<file path="src/rtl/seg7_scan_ctrl.sv">
// rtl/seg7_scan_ctrl.sv - 4-digit common-anode 7-segment scan controller
//
// Purpose:
//   Time-multiplexes a 16-bit hex word onto four 7-segment digits. Each digit
//   owns a slot of DIV clocks. The first BLANK clocks of every slot are dark so
//   the previous digit's pattern cannot ghost onto the next anode. New data goes
//   into a shadow register and is only promoted to the displayed (active) set at
//   a frame boundary, so a single frame never mixes old and new digits.
//
// Ports:
//   clk         in   1   system clock
//   reset       in   1   synchronous, active-high reset
//   load        in   1   1-cycle strobe capturing value/dig_en/dp_in
//   value       in   16  digit3..digit0 = value[15:12]..value[3:0]
//   dig_en      in   4   per-digit enable, 0 = digit always dark
//   dp_in       in   4   per-digit decimal point, active high
//   seg7        out  7   cathodes ABCDEFG, active low, bit6 = A
//   dp          out  1   decimal-point cathode, active low
//   an          out  4   anodes, active low, at most one low
//   pending     out  1   shadow data waiting for the next frame boundary
//   frame_done  out  1   1-cycle pulse after each completed frame

module seg7_scan_ctrl #(
  parameter int DIV   = 100000,
  parameter int BLANK = 1000
) (
  input  logic        clk,
  input  logic        reset,
  input  logic        load,
  input  logic [15:0] value,
  input  logic [3:0]  dig_en,
  input  logic [3:0]  dp_in,
  output logic [6:0]  seg7,
  output logic        dp,
  output logic [3:0]  an,
  output logic        pending,
  output logic        frame_done
);

  localparam int CW = (DIV > 2) ? $clog2(DIV) : 1;
  localparam logic [CW-1:0] CNT_MAX = CW'(DIV - 1);
  localparam logic [CW-1:0] BLANK_C = CW'(BLANK);

  logic [CW-1:0] cnt;
  logic [1:0]    idx;

  logic [15:0]   act_value;
  logic [3:0]    act_en;
  logic [3:0]    act_dp;
  logic [15:0]   sh_value;
  logic [3:0]    sh_en;
  logic [3:0]    sh_dp;

  logic          slot_end;
  logic          boundary;

  assign slot_end = (cnt == CNT_MAX);
  assign boundary = slot_end && (idx == 2'd3);

  function automatic logic [6:0] decode(input logic [3:0] nib);
    logic [6:0] s;
    case (nib)
      4'h0: s = 7'b0000001;
      4'h1: s = 7'b1001111;
      4'h2: s = 7'b0010010;
      4'h3: s = 7'b0000110;
      4'h4: s = 7'b1001100;
      4'h5: s = 7'b0100100;
      4'h6: s = 7'b0100000;
      4'h7: s = 7'b0001111;
      4'h8: s = 7'b0000000;
      4'h9: s = 7'b0000100;
      4'hA: s = 7'b0001000;
      4'hB: s = 7'b1100000;
      4'hC: s = 7'b0110001;
      4'hD: s = 7'b1000010;
      4'hE: s = 7'b0110000;
      default: s = 7'b0111000;
    endcase
    return s;
  endfunction

  always_ff @(posedge clk) begin
    if (reset) begin
      cnt        <= '0;
      idx        <= 2'd0;
      act_value  <= 16'h0000;
      act_en     <= 4'b0000;
      act_dp     <= 4'b0000;
      sh_value   <= 16'h0000;
      sh_en      <= 4'b0000;
      sh_dp      <= 4'b0000;
      pending    <= 1'b0;
      frame_done <= 1'b0;
    end else begin
      cnt        <= slot_end ? '0 : cnt + CW'(1);
      if (slot_end) begin
        idx <= idx + 2'd1;
      end
      frame_done <= boundary;

      if (boundary) begin
        // A load landing on the boundary itself is newer than anything held
        // in the shadow, so it goes straight to the active set.
        if (load) begin
          act_value <= value;
          act_en    <= dig_en;
          act_dp    <= dp_in;
        end else if (pending) begin
          act_value <= sh_value;
          act_en    <= sh_en;
          act_dp    <= sh_dp;
        end
        pending <= 1'b0;
      end else if (load) begin
        sh_value <= value;
        sh_en    <= dig_en;
        sh_dp    <= dp_in;
        pending  <= 1'b1;
      end
    end
  end

  // Outputs depend only on registered state.
  logic [3:0] nib;
  logic       show;

  always_comb begin
    nib  = act_value[{idx, 2'b00} +: 4];
    show = (cnt >= BLANK_C) && act_en[idx];
    an   = 4'b1111;
    seg7 = 7'b1111111;
    dp   = 1'b1;
    if (show) begin
      an   = ~(4'b0001 << idx);
      seg7 = decode(nib);
      dp   = ~act_dp[idx];
    end
  end

endmodule
</file>
<file path="config.mk">
export PLATFORM = sky130hd
export DESIGN_NAME = seg7_scan_ctrl
export DESIGN_NICKNAME = d
export VERILOG_FILES = /design/src/rtl/seg7_scan_ctrl.sv
export SDC_FILE = /design/constraint.sdc
export NUM_CORES = 1
export LEC_CHECK = 0
export BUFFER_PORTS_ARGS = -buffer_cell sky130_fd_sc_hd__buf_2
export CAP_MARGIN = 40
export CORE_MARGIN = 3
export CORE_UTILIZATION = 58
export DETAILED_ROUTE_END_ITERATION = 10
export GPL_TIMING_DRIVEN = 0
export PLACE_DENSITY_LB_ADDON = 0.08
export SLEW_MARGIN = 20
export SYNTH_ARGS = -nofsm -noshare
export SYNTH_HDL_FRONTEND = slang
export SYNTH_SLANG_ARGS = --single-unit
</file>
<file path="constraint.sdc">
create_clock -name clk -period 2.45 [get_ports clk]
set_clock_uncertainty 0.1 [all_clocks]
set_input_delay 0.1225 -clock clk [delete_from_list [all_inputs] [get_ports clk]]
set_output_delay 0.1225 -clock clk [all_outputs]
set_load 0.1 [all_outputs]
</file>
==> out/results.ini <==
[timing]
rsz0062_at_grt=true
finalSetupViolations=7
worst_pin_slew_ps=793.5
layout_setup_ws_ps=-236.0
tns_ps=-1071
max_freq_mhz=372.3
maxSlewViolCount=0
max-slew-margin-rel=0.4669
period_minus_slack_ps=2686
hold_viol_final=0
timing.final.crit_share=1.096

[route]
route.detailed.vias_per_inst=5.964
vias=3149
ant_nets=0
drc_errors=0
wirelength_mm=10.73
dr.pass1.iters=5
drtIter0Drc=171
wire_per_inst_um=20.33

[synth]
ys_seq_area_frac=0.3944
syn_nets=392
synth-seq-cells=69
avgSynthCellArea_um2=9.921
synth_cells=353
yosysUniqueCellTypes=37
yosys_warnings=0
netlist_area_um2=3502

[floorplan]
ios=41
initial_core_util=0.6171
dieArea_um2=7007
die_x_um=83.71
rows=27
core-area_um2=5675
fp.dieH_um=83.71

[cts]
cts_buffers=9
cts_sinks=69
cts_tree=built
root_buffer=clkbuf_8
htree_levels=3
clock_tree.buffer_depth=2
insertion_delay_ps=350
clk_pin_slew_ps=70

[finish]
n_antenna_cell=0
final_cell_mix=nor2_1, dfxtp_1, mux2i_1
stdcell_area_um2=5114
final_common_cell=nor2_1
drive_gt1_frac=0.3618
synthToLayoutAreaGrowth_pct=46.02
fillers=233
final_nets=490
final_cells=528

[global_route]
grt_pass1_vias=3227
grt_use_total=0.2909
grt_max_degree=12
antenna_found_initial=0
grt_overflow=0
grt_pass1_wl_mm=16.26

[flow_run]
drv_cap=0

[worst_setup_path]
path_cells=buf_12 -> mux4_2 -> inv_4 -> ha_4 -> nor3b_1 -> a21oi_1 -> a21oi_2 -> o21ai_4 -> buf_12
startpoint_type=flip-flop
path_common_cell=buf_12
critPathMaxFanout=4
end_kind=primary output
worstPathRequired_ps=2230
cp_slowest_cell=mux4_2
crit_arrival_ps=2460
criticalPathCategory=reg2out
cpPeakStageDelay_ps=610
worst_r2r_path_depth=8

[min_path]
hold_path_class=in2reg
min_path_cells=2

[pwr]
ir_worst_vdd_mv=0.4104
leakage_nw=2.031
p_per_area_nw_per_um2=504.8

[run_status]
status=finished, violations left
violations=setup timing

[placement]
place_congestion=0.8210
detailedPlace.worstSlack_ps=-431.3
dp_hpwl_mm=5.096
place_area_um2=3931
dp_cells=463
io_buffers=38

Yosys cell counts:
| master | n | area, µm² |
|---|---|---|
| nor2_1 | 75 | 281.5 |
| dfxtp_1 | 69 | 1381 |
| mux2i_1 | 56 | 560.5 |
| a211oi_2 | 24 | 300.3 |
| nand2_1 | 19 | 71.32 |
| clkbuf_1 | 12 | 45.04 |
| ha_1 | 12 | 150.1 |
| xnor2_1 | 9 | 78.83 |
| xor2_1 | 9 | 78.83 |
| inv_1 | 8 | 30.03 |
| buf_6 | 7 | 78.83 |
| nand3_1 | 6 | 30.03 |
| and3_1 | 5 | 31.28 |
| mux4_2 | 4 | 90.09 |
| a21oi_1 | 3 | 15.01 |
| buf_2 | 3 | 15.01 |
| nand4_1 | 3 | 18.77 |
| nor3_1 | 3 | 15.01 |
| o311ai_0 | 3 | 26.28 |
| a211oi_1 | 2 | 15.01 |
| mux2_2 | 2 | 22.52 |
| nor3b_1 | 2 | 15.01 |
| o21ai_0 | 2 | 10.01 |
| o221ai_1 | 2 | 17.52 |
| a21boi_0 | 1 | 7.510 |
| a21boi_1 | 1 | 7.510 |
| and3b_2 | 1 | 10.01 |
| and4_1 | 1 | 8.760 |
| mux2_1 | 1 | 11.26 |
| nand4b_1 | 1 | 8.760 |
| nor4_1 | 1 | 6.260 |
| nor4_4 | 1 | 21.27 |
| o2111ai_1 | 1 | 8.760 |
| o21ai_1 | 1 | 5.000 |
| or2_2 | 1 | 6.260 |
| or4_4 | 1 | 11.26 |
| or4bb_1 | 1 | 11.26 |
through the flow:
stage	hold slack, ps	utilization	power [W]
2_1_floorplan	169.6	-	0.001310
3_3_place_gp	268.3	0.6927	0.001357
3_5_place_dp	285.7	0.6927	0.001363
4_1_cts	167.5	0.8693	0.002563
5_1_grt	227.0	0.9010	0.002642
6_report	188.1	0.9010	0.002581
cell families (layout without fill, tap and decap cells):
logic type / after synthesis / count (layout) / synth area share
simple gates: 121 / 121 / 0.1561
flops: 69 / 69 / 0.3944
mux: 63 / 63 / 0.1954
compound gates: 40 / 40 / 0.1179
buf+inv: 30 / 133 / 0.04823
xor+xnor: 18 / 18 / 0.04502
fa+ha+maj: 12 / 12 / 0.04287
layout make-up:
cell class                 instances  area (µm²)  share of cell area
clock buffer                      13       168.9             0.03303
multi-input combinational        254        2296              0.4490
inverter                           8       35.03            0.006851
sequential                        69        1388              0.2713
buffer                            21       183.9             0.03597
clock inverter                     3       90.09             0.01762
tap                               72       90.09             0.01762
timing repair buffer              88       862.1              0.1686
routing by layer:
| layer | part of all wire | routed length, µm | global-route usage | vias up |
|---|---|---|---|---|
| met2 | 0.50 | 5412 | 0.5033 | 160 |
| met3 | 0.063 | 671 | 0.06713 | 47 |
| met4 | 0.041 | 438 | 0.1345 | 0 |
| met1 | 0.39 | 4210 | 0.3393 | 1510 |
| li1 | - | - | - | 1432 |
| met5 | 0 | 0 | 0 | - |
sequential cells by signal (all words and copies together), names as in the netlist:
register,flops
cnt,17
frame_done,1
sh_en,4
sh_dp,4
act_dp,4
idx,2
act_value,16
sh_value,16
pending,1
act_en,4
final timing paths:
kind,startpoint,to,slack [ps]
setup / recovery,idx[0],seg7[6],-240
hold / removal,reset,act_dp[3],190
setup reg to reg,cnt[6],sh_value[14],80
hold reg to reg,sh_en[0],sh_en[0],400
timing repair:
item | 4_1_cts | 5_1_grt
endpoints found under the setup margin | 12 | 66
endpoints found under the hold margin | 24 | 0
hold buffers | 24 | 0
setup buffers | 18 | 7
pin swaps | 13 | 11
gates resized for setup | 80 | 22
cloned | 1 | 0
critical path, delay by kind of cell (launching register included):
family / cells / cell delay [ps]
fa+ha+maj: 1 / 170
compound gates: 3 / 460
buf+inv: 3 / 450
mux: 1 / 610
simple gates: 1 / 70
flops: 1 / 360
where the power goes:
part           switching [W]  total [W]  internal, W
clock               0.000445    0.00121     0.000761
sequential         0.0000192    0.00117      0.00115
combinational       0.000112   0.000208    0.0000954
total               0.000576    0.00258      0.00200
Power figures use the tool's default switching activity.
